### src/rtl/cmp_pkg.sv
// Shared definitions for the comparator arbiter: comparator result codes
// and the sequencer state encoding.
package cmp_pkg;

  localparam logic [15:0] CMP_EQ = 16'h0000;
  localparam logic [15:0] CMP_GT = 16'h0001;
  localparam logic [15:0] CMP_LT = 16'hFFFF;

  typedef enum logic [1:0] {
    IDLE  = 2'd0,
    ISSUE = 2'd1,
    RESP  = 2'd2
  } cmp_state_t;

endpackage

### src/rtl/cmp_arbiter_if.sv
// Requester bus and shared-comparator wiring for cmp_arbiter.
// slave = arbiter side, master = requesters/comparator side.
interface cmp_arbiter_if #(
  parameter int NREQ  = 4,
  parameter int WIDTH = 16
);
  import cmp_pkg::*;

  logic [NREQ-1:0]             req;
  logic [NREQ-1:0][WIDTH-1:0]  op_a;
  logic [NREQ-1:0][WIDTH-1:0]  op_b;
  logic [NREQ-1:0]             gnt;
  logic [NREQ-1:0]             resp_valid;
  logic [WIDTH-1:0]            resp_result;
  logic                        busy;
  logic [WIDTH-1:0]            cmp_num1;
  logic [WIDTH-1:0]            cmp_num2;
  logic [WIDTH-1:0]            cmp_result;

  modport slave (
    input  req, op_a, op_b, cmp_result,
    output gnt, resp_valid, resp_result, busy, cmp_num1, cmp_num2
  );

  modport master (
    output req, op_a, op_b, cmp_result,
    input  gnt, resp_valid, resp_result, busy, cmp_num1, cmp_num2
  );

endinterface

### src/rtl/rr_picker.sv
// Combinational round-robin picker: searches req starting one past the
// last winner (wrapping modulo NREQ) and returns the first hit.
module rr_picker #(
  parameter int NREQ = 4,
  parameter int IW   = (NREQ > 1) ? $clog2(NREQ) : 1
) (
  input  logic [NREQ-1:0] req,
  input  logic [IW-1:0]   last,
  output logic [NREQ-1:0] win,
  output logic [IW-1:0]   win_id,
  output logic            any_req
);
  import cmp_pkg::*;

  logic          found;
  logic [IW-1:0] cand;

  // Rotating priority search; lowest offset from last+1 wins.
  always_comb begin
    found   = 1'b0;
    cand    = '0;
    win_id  = '0;
    any_req = |req;
    for (int i = 1; i <= NREQ; i++) begin
      cand = IW'((int'(last) + i) % NREQ);
      if (!found && req[cand]) begin
        found  = 1'b1;
        win_id = cand;
      end
    end
    win = any_req ? (NREQ'(1) << win_id) : '0;
  end

endmodule

### src/rtl/cmp_arbiter.sv
// Round-robin arbiter/sequencer for one shared combinational comparator.
// A grant latches the winner's operands straight into the comparator
// drive registers; the result is captured at the end of ISSUE and
// returned with a one-cycle strobe in RESP.
module cmp_arbiter #(
  parameter int NREQ  = 4,
  parameter int WIDTH = 16
) (
  input  logic          clk,
  input  logic          rst_n,
  cmp_arbiter_if.slave  bus
);
  import cmp_pkg::*;

  localparam int IW = (NREQ > 1) ? $clog2(NREQ) : 1;

  cmp_state_t       state;
  logic [IW-1:0]    last;
  logic [NREQ-1:0]  gnt_q;
  logic [NREQ-1:0]  resp_valid_q;
  logic [WIDTH-1:0] resp_result_q;
  logic [WIDTH-1:0] num1_q;
  logic [WIDTH-1:0] num2_q;

  logic [NREQ-1:0]  win;
  logic [IW-1:0]    win_id;
  logic             any_req;

  rr_picker #(.NREQ(NREQ), .IW(IW)) u_picker (
    .req     (bus.req),
    .last    (last),
    .win     (win),
    .win_id  (win_id),
    .any_req (any_req)
  );

  // Sequencer: IDLE -> ISSUE -> RESP -> IDLE with all outputs registered.
  // gnt_q stays one-hot for the whole ISSUE cycle and is reused as the
  // response address, so no separate id register is needed.
  always_ff @(posedge clk) begin
    if (!rst_n) begin
      state         <= IDLE;
      last          <= IW'(NREQ - 1);
      gnt_q         <= '0;
      resp_valid_q  <= '0;
      resp_result_q <= '0;
      num1_q        <= '0;
      num2_q        <= '0;
    end else begin
      case (state)
        IDLE: begin
          resp_valid_q <= '0;
          if (any_req) begin
            gnt_q  <= win;
            last   <= win_id;
            num1_q <= bus.op_a[win_id];
            num2_q <= bus.op_b[win_id];
            state  <= ISSUE;
          end
        end
        ISSUE: begin
          gnt_q         <= '0;
          resp_valid_q  <= gnt_q;
          resp_result_q <= bus.cmp_result;
          state         <= RESP;
        end
        RESP: begin
          resp_valid_q <= '0;
          state        <= IDLE;
        end
        default: begin
          gnt_q        <= '0;
          resp_valid_q <= '0;
          state        <= IDLE;
        end
      endcase
    end
  end

  assign bus.gnt         = gnt_q;
  assign bus.resp_valid  = resp_valid_q;
  assign bus.resp_result = resp_result_q;
  assign bus.cmp_num1    = num1_q;
  assign bus.cmp_num2    = num2_q;
  assign bus.busy        = (state != IDLE);

endmodule

### src/flat_wrapper.sv
// flat-port wrapper written by rule: the top's interface ports become plain ports
module cmp_arbiter_flat import cmp_pkg::*;
#(
  parameter int NREQ  = 4,
  parameter int WIDTH = 16
)
  (clk, rst_n, bus_req, bus_op_a, bus_op_b, bus_cmp_result, bus_gnt, bus_resp_valid, bus_resp_result, bus_busy, bus_cmp_num1, bus_cmp_num2);
  cmp_arbiter_if #(.NREQ(NREQ), .WIDTH(WIDTH)) bus_i ();
  input  logic clk;
  input  logic rst_n;
  input wire logic [$bits(bus_i.req)-1:0] bus_req;
  input wire logic [$bits(bus_i.op_a)-1:0] bus_op_a;
  input wire logic [$bits(bus_i.op_b)-1:0] bus_op_b;
  input wire logic [$bits(bus_i.cmp_result)-1:0] bus_cmp_result;
  output wire logic [$bits(bus_i.gnt)-1:0] bus_gnt;
  output wire logic [$bits(bus_i.resp_valid)-1:0] bus_resp_valid;
  output wire logic [$bits(bus_i.resp_result)-1:0] bus_resp_result;
  output wire logic [$bits(bus_i.busy)-1:0] bus_busy;
  output wire logic [$bits(bus_i.cmp_num1)-1:0] bus_cmp_num1;
  output wire logic [$bits(bus_i.cmp_num2)-1:0] bus_cmp_num2;
  assign bus_i.req = bus_req;
  assign bus_i.op_a = bus_op_a;
  assign bus_i.op_b = bus_op_b;
  assign bus_i.cmp_result = bus_cmp_result;
  assign bus_gnt = bus_i.gnt;
  assign bus_resp_valid = bus_i.resp_valid;
  assign bus_resp_result = bus_i.resp_result;
  assign bus_busy = bus_i.busy;
  assign bus_cmp_num1 = bus_i.cmp_num1;
  assign bus_cmp_num2 = bus_i.cmp_num2;
  cmp_arbiter #(.NREQ(NREQ), .WIDTH(WIDTH)) u_core (.clk(clk), .rst_n(rst_n), .bus(bus_i));
endmodule
### config.mk
export PLATFORM = sky130hd
export DESIGN_NAME = cmp_arbiter_flat
export DESIGN_NICKNAME = d
export VERILOG_FILES = /design/src/rtl/cmp_pkg.sv /design/src/rtl/cmp_arbiter_if.sv /design/src/rtl/rr_picker.sv /design/src/rtl/cmp_arbiter.sv /design/src/flat_wrapper.sv
export SDC_FILE = /design/constraint.sdc
export NUM_CORES = 1
export LEC_CHECK = 0
export CORE_UTILIZATION = 40
export DETAILED_ROUTE_END_ITERATION = 8
export GPL_ROUTABILITY_DRIVEN = 0
export PLACE_DENSITY = 0.86
export SKIP_LAST_GASP = 1
export SLEW_MARGIN = 20
export SYNTH_ARGS = -nofsm -noshare
export SYNTH_HDL_FRONTEND = slang
export SYNTH_SLANG_ARGS = --single-unit
### constraint.sdc
create_clock -name clk -period 4.8 [get_ports clk]
set_input_delay 1.44 -clock clk [delete_from_list [all_inputs] [get_ports clk]]
set_output_delay 1.44 -clock clk [all_outputs]
set_load 0.03 [all_outputs]
After elaboration in Yosys (flattened, before gate mapping)

Cells that the tools add are included.
Widths: inputs -> output; s select.

Flip-flop bits (word level): 60
Latch bits: 0
RAM bits: 0
Memory bits (read-only): 0
Input port bits: 150
Output and inout bits: 57
Logic and storage cells: 56
Memories kept: 0

$add $sub $neg: 4
Multipliers: 0
Div/mod/pow operators: 0
$lt $le $gt $ge: 5
Equality and inequality tests: 3
Shift-type cells: 1
Mux-type cells: 23
Bitwise gates (word level): 1
Reductions and logical operators: 12

Operators by type and width:

| cell                | number |
|---|---|
| $bmux 16 s2         | 2 |
| $mux 16             | 2 |
| $lt 2x3->1 const B  | 5 |
| $mux 2              | 5 |
| $bmux 1 s2          | 4 |
| $pmux 4 s2          | 1 |
| $mux 1              | 7 |
| $reduce_and 2->1    | 3 |
| $add 2x1->2 const B | 2 |
| $add 2x2->2 const B | 2 |
| $mux 4              | 1 |
| $pmux 2 s2          | 1 |
| $reduce_or 4->1     | 1 |
| $shl 1x2->4 const A | 1 |
| $logic_and 1x1->1   | 3 |
| $logic_not 1->1     | 3 |
| $eq 2x1->1 const B  | 1 |
| $eq 2x2->1 const B  | 1 |
| $logic_not 2->1     | 1 |
| $ne 2x1->1 const B  | 1 |
| $reduce_bool 2->1   | 1 |
| $not 1->1           | 1 |

Logic depth before layout (Yosys ltp)

Gate-level depths: netlist of the first run.

Depth after elaboration: 16
Mapped depth: 7
Mapped depth without buffers: 5

Modules after synthesis

From an unflattened synthesis of the first run, not the netlist that was laid out.

Cell total of the unflattened synthesis: 252
Area, all modules: 2990.4 sq um

Modules (own cells, without submodules):

| module      | times used | cells each | area an instance (sq um) | seq. area each (sq um) |
|---|---|---|---|---|
| cmp_arbiter | 1          | 220        | 2770.2                   | 1201.2 |
| rr_picker   | 1          | 32         | 220.2                    | 0.0 |

Least setup slack after synthesis of the first run

OpenSTA, ideal clock, no wires.

Path kind: input -> register
From: in bus_req[3]
To: reg u_core.num2_q[2] (netlist: u_core.bus.cmp_num2[2])
Setup time: 0.125 ns
Arrival: 2.593 ns
Required time: 4.675 ns
Slack: 2.082 ns
Stages on the path: 7
Path buffers: 2
Path through: buf_2 -> inv_1 -> a22o_1 -> a221o_1 -> buf_2 -> o21ai_1 -> a21oi_1

Cells in the longest elaborated chain, start to end: 14
Elaborated cells between the ends (all ways): 25
Those cells by class: mux: 17; reduce/logical: 8

Ends and longest elaborated chain:

| element                       | RTL line           | source |
|---|---|---|
| from (decl)                   | flat_wrapper.sv:11 | `input wire logic [$bits(bus_i.req)-1:0] bus_req;` |
| $bmux 1 s2                    | rr_picker.sv:26    | `if (!found && req[cand]) begin` |
| $mux 1 (not written as such)  | rr_picker.sv:26    |  |
| $mux 1                        | rr_picker.sv:26    |  |
| $logic_not 1->1               | rr_picker.sv:26    |  |
| $logic_and 1x1->1             | rr_picker.sv:26    |  |
| $mux 1                        | rr_picker.sv:26    |  |
| $logic_not 1->1               | rr_picker.sv:26    |  |
| $logic_and 1x1->1             | rr_picker.sv:26    |  |
| $mux 1                        | rr_picker.sv:26    |  |
| $logic_not 1->1               | rr_picker.sv:26    |  |
| $logic_and 1x1->1             | rr_picker.sv:26    |  |
| $mux 2                        | rr_picker.sv:26    |  |
| $bmux 16 s2                   | cmp_arbiter.sv:57  | `num2_q <= bus.op_b[win_id];` |
| $mux 16 (not written as such) | cmp_arbiter.sv:57  |  |
| to (signal assigned)          | cmp_arbiter.sv:57  |  |
| to (decl)                     | cmp_arbiter.sv:23  | `logic [WIDTH-1:0] num2_q;` |

Parallel ways exist; a longest one is shown, timed or not. The select of a mux whose other input is x is not followed.
A chain may end at the register's enable or synchronous reset.

Final worst setup path of the first run

From: in bus_req[3]
To: reg u_core.num2_q[6] (netlist: u_core.bus.cmp_num2[6])

Same word-level chain as after synthesis.

==> summary.txt, run 1 <==
Outcome
  – Status: complete, no violations

Hold path
  – Worst min path class: flip-flop to flip-flop

STA
  – Final period utilization: 73.41%
  – Post-route clock skew: 0.008430 ns
  – Final Hold Viols: 0
  – Fin. max-slew vios: 0
  – Unrepaired setup endpoints after global routing: no
  – Setup slack after layout: 1.276 ns
  – Max-Slew Margin vs Limit: 39.59%
  – Fmax: 283.8 MHz
  – Final setup fails: 0
  – Slew @ Worst Pin: 0.9061 ns
  – Setup TNS: 0 ns
  – Fin crit period: 3.524 ns

Floorplan
  – Chip width: 93.18 um
  – Chip height: 93.18 um
  – Initial core utilization: between 40% and 50%
  – Num rows: 32
  – Full die area: 8683 sq um
  – Core footprint: 7888 sq um
  – Num ports: approximately 210

Routing
  – Drt first pass iters: 4
  – WL final: 12.02 mm
  – DRC Markers: 0
  – Initial DRC count: 174
  – Drt via density: roughly 5.6
  – Routed len/inst: 17.24 um
  – Routed via count: 3,873
  – ANT nets after route: 0

Critical path
  – CP Capture Type: flip-flop
  – Critical Path AT: ~3.7 ns
  – R2R Setup Slk: 2.60 ns
  – CP required: 5.00 ns
  – Startpoint class of the critical path: input pin
  – CP max FO: 21
  – WS Path Type: input pin to flip-flop

Clock tree
  – Clock sink total: 60
  – Post-CTS Resized: 0
  – Root buf cell: clkbuf_8
  – Clock tree from TritonCTS: yes
  – Worst-Skew Late Latency: 0.33 ns
  – Cts bufs inserted: 9
  – CTS max path bufs: 2
  – Clock Pin Slew Worst Setup and Hold Paths: ~0.07 ns
  – Post-CTS Setup Inserts: 0
  – CTS H-tree depth: 3
  – CTS Hold Bufs: 0

Final layout
  – Commonest non-fill, non-tap cell in the layout: clkdlybuf4s50_1
  – Commonest cells after routing, fill and taps aside: clkdlybuf4s50_1, dfxtp_1, a21boi_0, nand2_1, o21ai_0
  – Final core occ: 70.54%
  – Ant. Diodes: 0
  – Layout cells sized above 1: under 10%
  – Fin nets: 741
  – Filler cells: 637
  – Area growth syn-to-layout: 67.31%

GRT
  – Global-route wire length before repair: 18.89 mm
  – Total Routing Usage GR: between 20 and 30%
  – Initial antenna violation count: 0
  – Global route overflow: 0
  – Largest net degree at the start of global routing: 66
  – Vias in the first global route: roughly 3,900

Synth
  – Cell count after synthesis: ~410
  – Adder-cell area share of the yosys netlist: 0%
  – Ys async rst share: 0%
  – Register bit total from synthesis: 60
  – Largest family of logic cells by synthesized area: compound AO/OA/AOI/OAI gates
  – Mapped Avg Cell Area: around 8 sq um
  – Main synth FF type: dfxtp_1
  – Post-synthesis compound-gate area fraction: 42.66%
  – Post-synth EDFFs: 0
  – Synth Area in Simple Gates: 14.64%
  – Sequential area share after synthesis: 36.12%
  – Yosys warns: 0
  – XOR/XNOR Fraction of Synth Area: 0%
  – Syn Std Cell Area: about 3300 sq um
  – Synth cell types: 38
  – Mapped Nets: 563
  – Mux share of post-synthesis cell area: 0.3386%

Power
  – Clock power share: 25.5%
  – Sw Ratio: 34.41%
  – Comb pwr share: 39.2%
  – PD cells: a little over 300 nW/um^2
  – Worst ir drop on vdd: 175.2 uV
  – Internal power: ~1.1 mW
  – Leak pwr: 2.203 nW
  – Switching pwr: roughly 580 uW
  – Flop pwr share: 35.3%

Placement
  – Post-DP HPWL: about 8.8 mm
  – PortBufs: 206
  – Setup slack at placement: roughly 0.99 ns

Run
  – Max-cap violations: 0
[power groups by stage]
stage | registers, mW | clock network, mW | logic, mW
CTS | 0.595 | 0.439 | 0.661
finish | 0.597 | 0.431 | 0.664
global route | 0.603 | 0.461 | 0.716
global placement | 0.602 | 0 | 0.648
detailed placement | 0.604 | 0 | 0.658
floorplan | 0.703 | 0 | 0.271
[logic make-up after synthesis]
group	Yosys count
compound gates	212
simple gates	94
flops	60
buf+inv	46
mux	1
[registers in the layout, indices dropped and copies added (netlist names)]
signal	count
u_core.bus.cmp_num1	16
u_core.bus.cmp_num2	16
u_core.bus.resp_result	16
u_core.bus.gnt	4
u_core.bus.resp_valid	4
u_core.last	2
u_core.state	2
[worst max-delay path: stages]
cell             delay [ns]
clkdlybuf4s50_1        0.46
buf_4                  0.24
nor2_1                 0.15
o211ai_1               0.25
nand2_1                0.51
a221oi_1               0.55
a21oi_1                0.12
[final cells by class]
class                      instances  area (sq um)  share of cell area [%]
tap                              102         127.6                   2.294
clock buffer                      14         182.7                   3.283
clock inverter                     1         5.005                 0.08995
inverter                           2         7.507                  0.1349
timing repair buffer             211          2107                   37.87
sequential                        60          1201                   21.59
multi-input combinational        307          1933                   34.74
[per-stage QoR]
stage / total power [mW] / cell area (sq um) / hold WS [ns] / instances
2_1_floorplan: 0.9742 / 3326 / 0.5690 / 413
3_3_place_gp: 1.251 / 5354 / 0.4532 / 681
3_5_place_dp: 1.262 / 5356 / 0.4611 / 681
4_1_cts: 1.695 / 5544 / 0.4698 / 696
5_1_grt: 1.779 / 5564 / 0.4904 / 697
6_report: 1.692 / 5564 / 0.4692 / 697
[metal layers]
layer,routed length (um),global-route usage (%),up-vias
met1,4547,29.95,1772
met2,6086,50.49,194
li1,-,-,1887
met5,0,0,-
met3,1115,8.049,20
met4,269,12.56,0
[cell usage after synthesis, drive strengths merged (2+ instances only)]
cell / instances / share of area [%]
nor2b: 3 / 0.56
o211ai: 4 / 1.1
nand2b: 3 / 0.56
a21oi: 37 / 5.6
clkbuf: 27 / 3.0
and3: 36 / 6.8
nand2: 40 / 4.5
a221oi: 22 / 6.3
inv: 2 / 0.23
or2: 3 / 0.64
a211oi: 11 / 2.5
dfxtp: 60 / 36
buf: 17 / 3.0
a21boi: 49 / 11
o21ai: 68 / 10
nor3: 2 / 0.64
and2: 2 / 0.38
a22o: 2 / 0.53
nor2: 5 / 0.56
o211a: 12 / 3.6
[final timing paths]
check / startpoint / end / depth (start not counted)
setup / recovery: bus_req[3] / u_core.bus.cmp_num2[6] / 7
hold / removal: u_core.bus.resp_result[11] / u_core.bus.resp_result[11] / 2
setup reg to reg: u_core.last[1] / u_core.bus.cmp_num2[13] / 6
hold reg to reg: u_core.bus.resp_result[11] / u_core.bus.resp_result[11] / 2
(Power assumes the default switching activity.)
==> run 2, diff against run 1 <==
--- a/config.mk
+++ b/config.mk
@@ -5,10 +5,10 @@
 export SDC_FILE = /design/constraint.sdc
 export NUM_CORES = 1
 export LEC_CHECK = 0
-export CORE_UTILIZATION = 40
+export CORE_UTILIZATION = 37
 export DETAILED_ROUTE_END_ITERATION = 8
 export GPL_ROUTABILITY_DRIVEN = 0
-export PLACE_DENSITY = 0.86
+export PLACE_DENSITY = 0.81
 export SKIP_LAST_GASP = 1
 export SLEW_MARGIN = 20
 export SYNTH_ARGS = -nofsm -noshare
==> constraint.sdc (replaced) <==
create_clock -name clk -period 3.6 [get_ports clk]
set_input_delay 1.08 -clock clk [delete_from_list [all_inputs] [get_ports clk]]
set_output_delay 1.08 -clock clk [all_outputs]
set_load 0.03 [all_outputs]
==> summary.txt, run 2 (synthesized netlist as in run 1, its figures left out) <==
Outcome
  – Status: complete, no violations (unchanged)

Final layout
  – Layout cells sized above 1: 5.990% (was 4.874%)
  – Commonest cells after routing, fill and taps aside: clkdlybuf4s50_1, dfxtp_1, a21boi_0, nand2_1, o21ai_0 (unchanged)
  – Fin nets: 746 (was 741)
  – Ant. Diodes: 0 (unchanged)
  – Area growth syn-to-layout: 69.45% (was 67.31%)
  – Commonest non-fill, non-tap cell in the layout: clkdlybuf4s50_1 (unchanged)
  – Final core occ: 64.62% (was 70.54%)

Routing
  – Routed len/inst: 17.02 um (was 17.24 um)
  – ANT nets after route: 0 (unchanged)
  – WL final: 12.07 mm (was 12.02 mm)
  – Initial DRC count: 249 (was 174)
  – Drt via density: 5.537 (was 5.557)
  – Routed via count: 3,926 (was 3,873)
  – Drt first pass iters: 4 (unchanged)
  – DRC Markers: 0 (unchanged)

Clock tree
  – CTS H-tree depth: 3 (unchanged)
  – Root buf cell: clkbuf_8 (unchanged)
  – Clock sink total: 60 (unchanged)
  – CTS Hold Bufs: 0 (unchanged)
  – Cts bufs inserted: 9 (unchanged)
  – Worst-Skew Late Latency: 0.33 ns (about the same)
  – Post-CTS Setup Inserts: 0 (unchanged)
  – CTS max path bufs: 2 (unchanged)
  – Clock Pin Slew Worst Setup and Hold Paths: 0.07 ns (about the same)
  – Clock tree from TritonCTS: yes (unchanged)
  – Post-CTS Resized: 0 (unchanged)

Critical path
  – Startpoint class of the critical path: input pin (unchanged)
  – CP Capture Type: flip-flop (unchanged)
  – CP required: 3.85 ns (was 5.00 ns)
  – CP max FO: 22 (was 21)
  – WS Path Type: input pin to flip-flop (unchanged)
  – Critical Path AT: 3.24 ns (was 3.73 ns)

STA
  – Final period utilization: roughly 83%
  – Fin crit period: around 3 ns
  – Slew @ Worst Pin: 0.8829 ns (was 0.9061 ns)
  – Max-Slew Margin vs Limit: 41.14% (was 39.59%)
  – Setup TNS: 0 ns (unchanged)
  – Post-route clock skew: 0.007780 ns (was 0.008430 ns)
  – Final setup fails: 0 (unchanged)
  – Fin. max-slew vios: 0 (unchanged)
  – Final Hold Viols: 0 (unchanged)
  – Hold Slack: 0.4736 ns (was 0.4692 ns)
  – Fmax: 334.5 MHz
  – Unrepaired setup endpoints after global routing: no (unchanged)

Floorplan
  – Chip width: 96.81 um (was 93.18 um)
  – Full die area: 9371 sq um (was 8683 sq um)
  – Num rows: 34 (was 32)
  – Num ports: 207 (unchanged)
  – Core footprint: 8721 sq um (was 7888 sq um)
  – Initial core utilization: 38.13% (was 42.16%)
  – Chip height: 96.81 um (was 93.18 um)

GRT
  – Largest net degree at the start of global routing: 66 (unchanged)
  – Global routing usage on met1: 28.12% (was 29.95%)
  – GRT Max-Usage Layer: met2 (unchanged)
  – Global route overflow: 0 (unchanged)
  – Global-route wire length before repair: 18.88 mm (was 18.89 mm)
  – Met2 usage: 44.42% (was 50.49%)
  – Vias in the first global route: 3,811 (was 3,924)
  – Met3 usage: 7.948% (was 8.049%)
  – Initial antenna violation count: 0 (unchanged)
  – Total Routing Usage GR: 25.15% (was 27.94%)

Power
  – Worst ir drop on vdd: 188.9 uV (was 175.2 uV)
  – Leak pwr: 2.241 nW (was 2.203 nW)
  – Total power: 2.323 mW (was 1.692 mW)
  – PD cells: 412.2 nW/um^2 (was 304.0 nW/um^2)

Placement
  – PortBufs: 206 (unchanged)
  – Post-DP HPWL: 8.911 mm (was 8.759 mm)

Hold path
  – Worst min path class: flip-flop to flip-flop (unchanged)

Run
  – Max-cap violations: 0 (unchanged)
[run 2: changes by cell type in the layout (fill, tap and decap cells not counted)]
| cell | delta |
|---|---|
| buf_4 | +4 |
| clkinv_2 | +3 |
| clkbuf_1 | -1 |
| bufinv_16 | +1 |
| clkbuf_8 | -2 |
| buf_12 | +1 |
[run 2: path summary, 6_finish.rpt]
check	start	endpoint	slack (ns)	depth (start not counted)
setup / recovery	bus_req[1]	u_core.bus.cmp_num1[2]	0.61	5
hold / removal	u_core.bus.resp_result[7]	u_core.bus.resp_result[7]	0.47	2
setup reg to reg	u_core.last[1]	u_core.bus.cmp_num1[11]	1.52	6
hold reg to reg	u_core.bus.resp_result[7]	u_core.bus.resp_result[7]	0.47	2
[run 2: stage by stage]
stage | setup WS (ns) | cell area [sq um] | std cells
global route | 0.4304 | 5635 | 709
CTS | 0.4860 | 5615 | 708
detailed placement | 0.1317 | 5414 | 692
floorplan | 1.242 | 3326 | 413
global placement | 0.2651 | 5411 | 692
finish | 0.6109 | 5635 | 709
[run 2: layer usage]
layer	routed length (um)	share of wire (%)
met5	0	0
met4	200	1.7
met3	1048	8.7
met2	5868	49
met1	4950	41
[run 2: cell type report]
| cell class | instances | area, sq um |
|---|---|---|
| sequential | 60 | 1201 |
| clock buffer | 11 | 151.4 |
| inverter | 2 | 7.507 |
| multi-input combinational | 307 | 1933 |
| clock inverter | 5 | 50.05 |
| timing repair buffer | 216 | 2157 |
| tap | 108 | 135.1 |
| fill | 767 | 3085 |
[run 2: critical path: stages]
cell and delay (ns):
clkdlybuf4s50_1 0.59, nor2b_1 0.40, a22o_1 0.78, a221oi_1 0.20
a21oi_1 0.18
[run 2: power by group]
part	switching (mW)	internal, mW
sequential	0.0499	0.742
combinational	0.482	0.431
clock	0.265	0.353
total	0.797	1.53
